===== src/rtl/fpu_add_arbiter_if.sv =====
// ============================================================================
// Module  : fpu_add_arbiter_if
// Brief   : Requester bus and shared-adder stb/ack handshake for the arbiter.
// Revision: 1.0 - initial release
// ============================================================================
`default_nettype none

interface fpu_add_arbiter_if #(
  parameter int NUM_REQ = 4
);
  logic [NUM_REQ-1:0]    req;
  logic [32*NUM_REQ-1:0] req_a;
  logic [32*NUM_REQ-1:0] req_b;
  logic [NUM_REQ-1:0]    grant;
  logic [NUM_REQ-1:0]    rsp_valid;
  logic [31:0]           rsp_z;
  logic                  busy;
  logic [31:0]           input_a;
  logic                  input_a_stb;
  logic                  input_a_ack;
  logic [31:0]           input_b;
  logic                  input_b_stb;
  logic                  input_b_ack;
  logic [31:0]           output_z;
  logic                  output_z_stb;
  logic                  output_z_ack;

  modport master (
    input  req, req_a, req_b, input_a_ack, input_b_ack, output_z, output_z_stb,
    output grant, rsp_valid, rsp_z, busy, input_a, input_a_stb, input_b,
           input_b_stb, output_z_ack
  );

  modport slave (
    output req, req_a, req_b, input_a_ack, input_b_ack, output_z, output_z_stb,
    input  grant, rsp_valid, rsp_z, busy, input_a, input_a_stb, input_b,
           input_b_stb, output_z_ack
  );
endinterface

`default_nettype wire


===== src/rtl/fpu_add_arbiter.sv =====
// ============================================================================
// Module  : fpu_add_arbiter
// Brief   : Round-robin sharing of one stb/ack FP adder among NUM_REQ clients.
// Revision: 1.0 - initial release
// ============================================================================
`default_nettype none

module fpu_add_arbiter #(
  parameter int NUM_REQ = 4,
  parameter int IDX_W   = 2
) (
  input wire clk,
  input wire rst,
  fpu_add_arbiter_if.master bus
);

  typedef enum logic [1:0] {
    S_IDLE   = 2'd0,
    S_SEND   = 2'd1,
    S_WAIT_Z = 2'd2,
    S_RESP   = 2'd3
  } state_t;

  localparam logic [IDX_W-1:0]   c_last = IDX_W'(NUM_REQ - 1);
  localparam logic [IDX_W:0]     c_num  = (IDX_W + 1)'(NUM_REQ);
  localparam logic [NUM_REQ-1:0] c_one  = NUM_REQ'(1);

  state_t               r_state;
  logic [IDX_W-1:0]     r_rr_ptr;
  logic [IDX_W-1:0]     r_win;
  logic [NUM_REQ-1:0]   r_grant;
  logic [NUM_REQ-1:0]   r_rsp_valid;
  logic [31:0]          r_rsp_z;
  logic [31:0]          r_input_a;
  logic [31:0]          r_input_b;
  logic                 r_a_stb;
  logic                 r_b_stb;
  logic                 r_z_ack;

  logic [31:0]          w_a_arr [NUM_REQ];
  logic [31:0]          w_b_arr [NUM_REQ];
  logic [2*NUM_REQ-1:0] w_req2;
  logic [NUM_REQ-1:0]   w_rot;
  logic [IDX_W-1:0]     w_pos;
  logic [IDX_W:0]       w_sum;
  logic [IDX_W-1:0]     w_win;
  logic                 w_found;
  logic                 w_a_done;
  logic                 w_b_done;

  for (genvar gi = 0; gi < NUM_REQ; gi++) begin : g_unpack
    assign w_a_arr[gi] = bus.req_a[32*gi +: 32];
    assign w_b_arr[gi] = bus.req_b[32*gi +: 32];
  end

  // Rotate requests so rr_ptr sits at bit 0; the lowest set bit is the winner.
  always_comb begin
    w_found = |bus.req;
    w_req2  = {bus.req, bus.req};
    w_rot   = NUM_REQ'(w_req2 >> r_rr_ptr);
    w_pos   = '0;
    for (int k = NUM_REQ - 1; k >= 0; k--) begin
      if (w_rot[k]) begin
        w_pos = IDX_W'(k);
      end
    end
    w_sum = {1'b0, r_rr_ptr} + {1'b0, w_pos};
    w_win = (w_sum >= c_num) ? IDX_W'(w_sum - c_num) : w_sum[IDX_W-1:0];
  end

  assign w_a_done = !r_a_stb || bus.input_a_ack;
  assign w_b_done = !r_b_stb || bus.input_b_ack;

  always_ff @(posedge clk or posedge rst) begin
    if (rst) begin
      r_state     <= S_IDLE;
      r_rr_ptr    <= '0;
      r_win       <= '0;
      r_grant     <= '0;
      r_rsp_valid <= '0;
      r_rsp_z     <= '0;
      r_input_a   <= '0;
      r_input_b   <= '0;
      r_a_stb     <= 1'b0;
      r_b_stb     <= 1'b0;
      r_z_ack     <= 1'b0;
    end else begin
      case (r_state)
        S_IDLE: begin
          if (w_found) begin
            r_input_a <= w_a_arr[w_win];
            r_input_b <= w_b_arr[w_win];
            r_win     <= w_win;
            r_grant   <= c_one << w_win;
            r_a_stb   <= 1'b1;
            r_b_stb   <= 1'b1;
            r_state   <= S_SEND;
          end
        end
        S_SEND: begin
          // Each strobe retires on its own ack; either order, or together.
          if (r_a_stb && bus.input_a_ack) r_a_stb <= 1'b0;
          if (r_b_stb && bus.input_b_ack) r_b_stb <= 1'b0;
          if (w_a_done && w_b_done) begin
            r_z_ack <= 1'b1;
            r_state <= S_WAIT_Z;
          end
        end
        S_WAIT_Z: begin
          if (bus.output_z_stb) begin
            r_rsp_z     <= bus.output_z;
            r_z_ack     <= 1'b0;
            r_rsp_valid <= r_grant;
            r_state     <= S_RESP;
          end
        end
        S_RESP: begin
          r_rsp_valid <= '0;
          r_grant     <= '0;
          r_rr_ptr    <= (r_win == c_last) ? '0 : r_win + 1'b1;
          r_state     <= S_IDLE;
        end
        default: r_state <= S_IDLE;
      endcase
    end
  end

  assign bus.grant        = r_grant;
  assign bus.rsp_valid    = r_rsp_valid;
  assign bus.rsp_z        = r_rsp_z;
  assign bus.busy         = (r_state != S_IDLE);
  assign bus.input_a      = r_input_a;
  assign bus.input_a_stb  = r_a_stb;
  assign bus.input_b      = r_input_b;
  assign bus.input_b_stb  = r_b_stb;
  assign bus.output_z_ack = r_z_ack;

endmodule

`default_nettype wire


===== src/flat_wrapper.sv =====
// flat-port wrapper written by rule: the top's interface ports become plain ports
module fpu_add_arbiter_flat 
#(
  parameter int NUM_REQ = 4,
  parameter int IDX_W   = 2
)
  (clk, rst, bus_req, bus_req_a, bus_req_b, bus_input_a_ack, bus_input_b_ack, bus_output_z, bus_output_z_stb, bus_grant, bus_rsp_valid, bus_rsp_z, bus_busy, bus_input_a, bus_input_a_stb, bus_input_b, bus_input_b_stb, bus_output_z_ack);
  fpu_add_arbiter_if #(.NUM_REQ(NUM_REQ)) bus_i ();
  input wire clk;
  input wire rst;
  input wire logic [$bits(bus_i.req)-1:0] bus_req;
  input wire logic [$bits(bus_i.req_a)-1:0] bus_req_a;
  input wire logic [$bits(bus_i.req_b)-1:0] bus_req_b;
  input wire logic [$bits(bus_i.input_a_ack)-1:0] bus_input_a_ack;
  input wire logic [$bits(bus_i.input_b_ack)-1:0] bus_input_b_ack;
  input wire logic [$bits(bus_i.output_z)-1:0] bus_output_z;
  input wire logic [$bits(bus_i.output_z_stb)-1:0] bus_output_z_stb;
  output wire logic [$bits(bus_i.grant)-1:0] bus_grant;
  output wire logic [$bits(bus_i.rsp_valid)-1:0] bus_rsp_valid;
  output wire logic [$bits(bus_i.rsp_z)-1:0] bus_rsp_z;
  output wire logic [$bits(bus_i.busy)-1:0] bus_busy;
  output wire logic [$bits(bus_i.input_a)-1:0] bus_input_a;
  output wire logic [$bits(bus_i.input_a_stb)-1:0] bus_input_a_stb;
  output wire logic [$bits(bus_i.input_b)-1:0] bus_input_b;
  output wire logic [$bits(bus_i.input_b_stb)-1:0] bus_input_b_stb;
  output wire logic [$bits(bus_i.output_z_ack)-1:0] bus_output_z_ack;
  assign bus_i.req = bus_req;
  assign bus_i.req_a = bus_req_a;
  assign bus_i.req_b = bus_req_b;
  assign bus_i.input_a_ack = bus_input_a_ack;
  assign bus_i.input_b_ack = bus_input_b_ack;
  assign bus_i.output_z = bus_output_z;
  assign bus_i.output_z_stb = bus_output_z_stb;
  assign bus_grant = bus_i.grant;
  assign bus_rsp_valid = bus_i.rsp_valid;
  assign bus_rsp_z = bus_i.rsp_z;
  assign bus_busy = bus_i.busy;
  assign bus_input_a = bus_i.input_a;
  assign bus_input_a_stb = bus_i.input_a_stb;
  assign bus_input_b = bus_i.input_b;
  assign bus_input_b_stb = bus_i.input_b_stb;
  assign bus_output_z_ack = bus_i.output_z_ack;
  fpu_add_arbiter #(.NUM_REQ(NUM_REQ), .IDX_W(IDX_W)) u_core (.clk(clk), .rst(rst), .bus(bus_i));
endmodule

===== config.mk =====
export PLATFORM = sky130hd
export DESIGN_NAME = fpu_add_arbiter_flat
export DESIGN_NICKNAME = d
export VERILOG_FILES = /design/src/rtl/fpu_add_arbiter_if.sv /design/src/rtl/fpu_add_arbiter.sv /design/src/flat_wrapper.sv
export SDC_FILE = /design/constraint.sdc
export NUM_CORES = 1
export LEC_CHECK = 0
export BUFFER_PORTS_ARGS = -buffer_cell sky130_fd_sc_hd__buf_2
export CORE_AREA = 2 2 156 158
export CTS_CLUSTER_SIZE = 8
export DETAILED_ROUTE_END_ITERATION = 8
export DIE_AREA = 0 0 158 160
export GPL_TIMING_DRIVEN = 1
export HOLD_SLACK_MARGIN = 0.05
export SLEW_MARGIN = 20
export SYNTH_ARGS = -nofsm -noshare
export SYNTH_HDL_FRONTEND = slang
export SYNTH_SLANG_ARGS = --single-unit

===== constraint.sdc =====
create_clock -name clk -period 4.7 [get_ports clk]
set_input_delay 0.705 -clock clk [delete_from_list [all_inputs] [get_ports clk]]
set_output_delay 0.705 -clock clk [all_outputs]
set_load 0.01 [all_outputs]

After elaboration in Yosys (flattened, before gate mapping). Index checks and enable logic that the tools add are counted.

Bitwise gates (word level): 1. Muxes and demuxes: 28. Shifts and indexed selects: 2. Add/subtract/negate cells: 3. Reduce and logical (&&, ||, !) cells: 22. Order comparisons: 2. Equal/unequal tests: 9.

Operators by type and width (count): $bmux 32 s2 (2); $mux 32 (4); $mux 2 (9); $pmux 4 s2 (2); $reduce_and 3->1 (4); $reduce_bool 2->1 (5); $mux 4 (2); $ne 2x1->1 const B (4); $pmux 2 s4 (1); $reduce_and 2->1 (4); $shr 8x2->4 (1); $eq 2x2->1 const B (3); $ge 3x3->1 const B (2); $pmux 1 s2 (3); $mux 1 (5); $reduce_or 4->1 (1); $shl 1x2->4 const A (1); $add 2x2->3 (1); $logic_and 1x1->1 (3); $not 2->3 (1); $add 2x1->2 const B (1); $eq 2x1->1 const B (1); $logic_not 1->1 (2); $logic_not 2->1 (1); 3 further kinds (4).

Register bits: 113. Input bits: 297.

Logic depth before layout (Yosys ltp).
Depth after elaboration: 12. Depth in mapped cells: 14. Gate-level depth less buffers: 10.

Worst setup path after synthesis. No wires, ideal clock.

Path type: input port to flip-flop. Start: input port bus_req[1]. End: register u_core.r_input_a[10] (netlist: u_core.bus.input_a[10]). Slack: 1.714 ns. Stages: 14. Library setup time: 0.150 ns. Required time: 4.550 ns. Path buffers: 4. Data arrival time: 2.835 ns. Cells stage by stage: buf_2 > inv_1 > o21ai_0 > a21oi_1 > a21oi_1 > a21oi_1 > ha_1 > clkbuf_1 > buf_2 > clkbuf_1 > mux2i_1 > nor2_1 > o21ai_0 > o311ai_2.

Word-level cells in the longest chain between the ends: 12.

RTL lines: start: declaration (RTL line flat_wrapper.sv:11) `input wire logic [$bits(bus_i.req)-1:0] bus_req;`; $shr 8x2->4 (RTL line fpu_add_arbiter.sv:60) `w_rot = NUM_REQ'(w_req2 >> r_rr_ptr);`; $mux 2 (4 in a row) (RTL line fpu_add_arbiter.sv:63) `if (w_rot[k]) begin`; $add 2x2->3 (RTL line fpu_add_arbiter.sv:67) `w_sum = {1'b0, r_rr_ptr} + {1'b0, w_pos};`; $ge 3x3->1 / $sub 2x1->2 (equally long branches) (RTL line fpu_add_arbiter.sv:68) `w_win = (w_sum >= c_num) ? IDX_W'(w_sum - c_num) : w_sum[IDX_W-1:0];`; $mux 2 (RTL line fpu_add_arbiter.sv:68); $not 2->3 (implied by the code) (RTL line fpu_add_arbiter.sv:91) `r_input_a <= w_a_arr[w_win];`; $bmux 32 s2 (RTL line fpu_add_arbiter.sv:91); $mux 32 (implied by the code) (2 in a row) (RTL line fpu_add_arbiter.sv:91); end signal: assignment (RTL line fpu_add_arbiter.sv:91); end: declaration (RTL line fpu_add_arbiter.sv:34) `logic [31:0] r_input_a;`.

Parallel ways exist; a longest one is shown, timed or not. The select of a mux whose other input is x is not followed. A chain may end at the register's enable or synchronous reset.

Worst setup path after layout.
Start: register u_core.r_rr_ptr[1]. End: register u_core.r_input_b[30] (netlist: u_core.bus.input_b[30]).

Word-level cells in the longest chain between the ends: 12.

RTL lines: start: declaration (RTL line fpu_add_arbiter.sv:29) `logic [IDX_W-1:0] r_rr_ptr;`; start signal: assignment (RTL line fpu_add_arbiter.sv:120) `r_rr_ptr <= (r_win == c_last) ? '0 : r_win + 1'b1;`; $shr 8x2->4 (RTL line fpu_add_arbiter.sv:60); $mux 2 (4 in a row) (RTL line fpu_add_arbiter.sv:63); $add 2x2->3 (*) (RTL line fpu_add_arbiter.sv:67); $ge 3x3->1 / $sub 2x1->2 (equally long branches) (RTL line fpu_add_arbiter.sv:68); $mux 2 (*) (RTL line fpu_add_arbiter.sv:68); $not 2->3 (implied by the code) (*) (RTL line fpu_add_arbiter.sv:92) `r_input_b <= w_b_arr[w_win];`; $bmux 32 s2 (*) (RTL line fpu_add_arbiter.sv:92); $mux 32 (implied by the code) (*) (2 in a row) (RTL line fpu_add_arbiter.sv:92); end signal: assignment (RTL line fpu_add_arbiter.sv:92); end: declaration (RTL line fpu_add_arbiter.sv:35) `logic [31:0] r_input_b;`.

Every way passes the cells marked *; elsewhere a longest branch is shown, timed or not. The select of a mux whose other input is x is not followed.

==> results.py <==
metrics = {
    "detailed_routing": {
        "vias": 6675,
        "wl_per_cell_um": 16.24,
        "routed_via_density": 4.771,
        "drc": 0,
        "antenna_left": 0,
        "wl_mm": 22.73,
        "drt_iter0_drc": 231,
        "firstDrtPassIters": 4,
    },
    "place": {
        "post-place-ws_ns": 1.190,
        "placed_cells": 1366,
        "io_buffer_count": 404,
        "dp.final_hpwl_mm": 17.05,
        "place_congestion": 0.7858,
        "placed_cell_area_um2": 9313,
    },
    "pwr": {
        "p_per_area_nw_per_um2": 789.6,
        "ir_worst_vdd_uv": 534.6,
        "pwr-share-seq": 0.223,
        "sw_frac_of_total": 0.4467,
        "total_leakage_power_nw": 5.042,
        "p_comb_frac": 0.613,
        "p_int_mw": 4.320,
        "power_mw": 7.808,
        "p_switching_mw": 3.487,
        "p_clk_frac": 0.163,
    },
    "clock_tree": {
        "worstSkewPairLatency_ns": 0.41,
        "cts.sinks": 113,
        "hold_buffers": 0,
        "path_clk_slew_ns": 0.06,
        "cts_resized": 0,
        "clockBufferDepth": 2,
        "post_cts_buffers": 0,
        "ctsRootBufferMaster": "clkbuf_16",
        "cts_buffers": 17,
        "h-tree-depth": 4,
        "cts_tree": "yes",
    },
    "global_route": {
        "grt_use_total": 0.1752,
        "grt.overflow.total": 0,
        "grt_start_max_net_pins": 111,
        "grt_pass1_vias": 6546,
        "antenna_found_initial": 2,
        "grt_first_pass_wirelength_mm": 34.70,
    },
    "sta": {
        "rsz0062_at_grt": "false",
        "worst_hold_slack_ns": 0.3248,
        "period_share": 0.6578,
        "fin_skew_ns": 0.01236,
        "hold_viol": 0,
        "timing.final.max_slew_violations": 0,
        "min_period_ns": 3.092,
        "relSlewSlack": 0.4599,
        "setup_tns_ns": 0,
        "setup_viol": 0,
        "tightestPinTransition_ns": 0.8101,
        "fmax_mhz": 323.5,
        "setup_slack_ns": 1.608,
    },
    "setup_path": {
        "critPathCaptureType": "flip-flop",
        "worstReg2RegEnd": "u_core.bus.input_b[30]$_DFFE_PP0P_",
        "path_class": "flip-flop to flip-flop",
        "r2r_slack_ns": 1.61,
        "r2r_start": "u_core.r_rr_ptr[1]$_DFFE_PP0P_",
        "r2r_cells": 11,
        "cp_max_fo": 43,
        "crit_arrival_ns": 3.37,
        "start_kind": "flip-flop",
        "worstPathRequired_ns": 4.97,
    },
    "synth": {
        "synth_edf_count": 0,
        "ys_seq_area_frac": 0.4076,
        "yosysUniqueCellTypes": 34,
        "synth_nets": 989,
        "syn_area_per_cell_um2": 10.14,
        "yosys-top-cells-area": "dfrtp_1 41%, mux2i_1 18%, o311ai_2 6.3%",
        "ys_seq_elements": 113,
        "async_flop_share": 1.000,
        "ys_warn_count": 0,
        "synth_top_area_frac": 0.4076,
        "syn-cell-area_um2": 6938,
        "synth.largest_area_cell": "dfrtp_1",
        "synthFlopType": "dfrtp_1",
        "syn-instance-count": 684,
    },
    "floorplan": {
        "die_area_um2": 25280,
        "boundaryPins": 405,
        "core_area_um2": 23820,
        "rows": 57,
        "die_w_um": 158,
        "start_util": 0.2913,
        "dieHeight_um": 160,
    },
    "finish": {
        "final_core_util": 0.4151,
        "final_cell_count_no_fill": 1399,
        "final_cell_mix": "404 x buf_2, 128 x mux2i_1, 113 x dfrtp_1",
        "syn_to_final_growth_pct": 42.52,
        "drive_gt1_frac": 0.4888,
        "mostFrequentLayoutCell": "buf_2",
        "nNetsFinal": 1366,
        "final_area_um2": 9888,
    },
    "run": {
        "maxCapViolCount": 0,
    },
    "min_path": {
        "min_path_type": "input port to asynchronous set/reset pin",
    },
    "outcome": {
        "status": "completed",
    },
}
-- how the worst max path moves through the flow --
| stage | cells past startpoint | start | slack [ns] | end |
|---|---|---|---|---|
| after floorplan | 1 | rst | 1.01 | u_core.bus.grant[0]$_DFFE_PP0P_ |
| after global placement | 12 | bus_req[3] | 1.19 | u_core.bus.input_b[30]$_DFFE_PP0P_ |
| after detailed placement | 12 | bus_req[3] | 1.19 | u_core.bus.input_b[30]$_DFFE_PP0P_ |
| after CTS | 11 | u_core.r_rr_ptr[1]$_DFFE_PP0P_ | 1.54 | u_core.bus.input_b[30]$_DFFE_PP0P_ |
| after global routing | 11 | u_core.r_rr_ptr[1]$_DFFE_PP0P_ | 1.39 | u_core.bus.input_b[30]$_DFFE_PP0P_ |
| final | 11 | u_core.r_rr_ptr[1]$_DFFE_PP0P_ | 1.61 | u_core.bus.input_b[30]$_DFFE_PP0P_ |
-- layout make-up --
cell class	instances	area, um^2
Antenna cell	1	2.502
Clock buffer	17	425.4
Clock inverter	15	147.6
Fill cell	2449	13930
Inverter	9	36.28
Multi-Input combinational cell	497	3816
Sequential cell	113	2828
Tap cell	324	405.4
Timing Repair Buffer	423	2227
-- power groups by stage --
stage	combinational [mW]	clock, mW	sequential [mW]
2_1_floorplan	3.22	0	1.93
3_3_place_gp	4.80	0	1.74
3_5_place_dp	4.86	0	1.76
4_1_cts	4.86	1.31	1.75
5_1_grt	5.25	1.36	1.80
6_report	4.79	1.28	1.74
-- metal layers --
metal,global-route usage,wire length (um)
met3,0.05617,2037
met4,0.04750,296
met1,0.2066,9343
met2,0.3043,11040
met5,0,7
-- registers in the layout, summed over array words and instances (netlist names) --
register                 flops
u_core.bus.input_a          32
u_core.bus.input_a_stb       1
u_core.bus.rsp_z            32
u_core.r_state               2
u_core.r_rr_ptr              2
u_core.r_win                 2
u_core.bus.output_z_ack      1
u_core.bus.rsp_valid         4
u_core.bus.input_b_stb       1
u_core.bus.input_b          32
u_core.bus.grant             4
-- critical path, cell delays in order (launching register included) --
cell and delay [ns]:
dfrtp_1 0.53, nand2_1 0.08, a21oi_1 0.16, nor2_1 0.05
a211oi_1 0.21, a21oi_1 0.12, ha_4 0.84, buf_4 0.32
mux2i_1 0.27, nor2_1 0.07, o21ai_0 0.14, o311ai_1 0.14
-- kinds of logic after synthesis --
logic type,after synthesis,share of synthesized area
AOI/OAI and AO/OA,162,0.1903
adders and majority gates,8,0.01443
DFF,113,0.4076
buffers and inverters,74,0.04761
xor gates and xnor gates,1,0.001263
muxes,164,0.2431
and+or+nand+nor,162,0.09576
-- cell usage after synthesis (2+ instances only) --
library cell and n:
a21oi_1 8, o311ai_1 37, and3b_1 2, nor2b_1 5, buf_2 15, buf_1 4
a21o_1 3, nor3_1 2, o21ai_0 67, dfrtp_1 113, ha_1 8, o311ai_2 27
buf_6 4, clkbuf_1 41, nor3b_1 2, o21ai_1 4, a32o_1 2, mux2i_1 128
nand2_1 74, inv_1 9, a22o_1 10, nor2_1 72, mux2_2 36
Note: power is estimated with default switching activity, not from simulation.
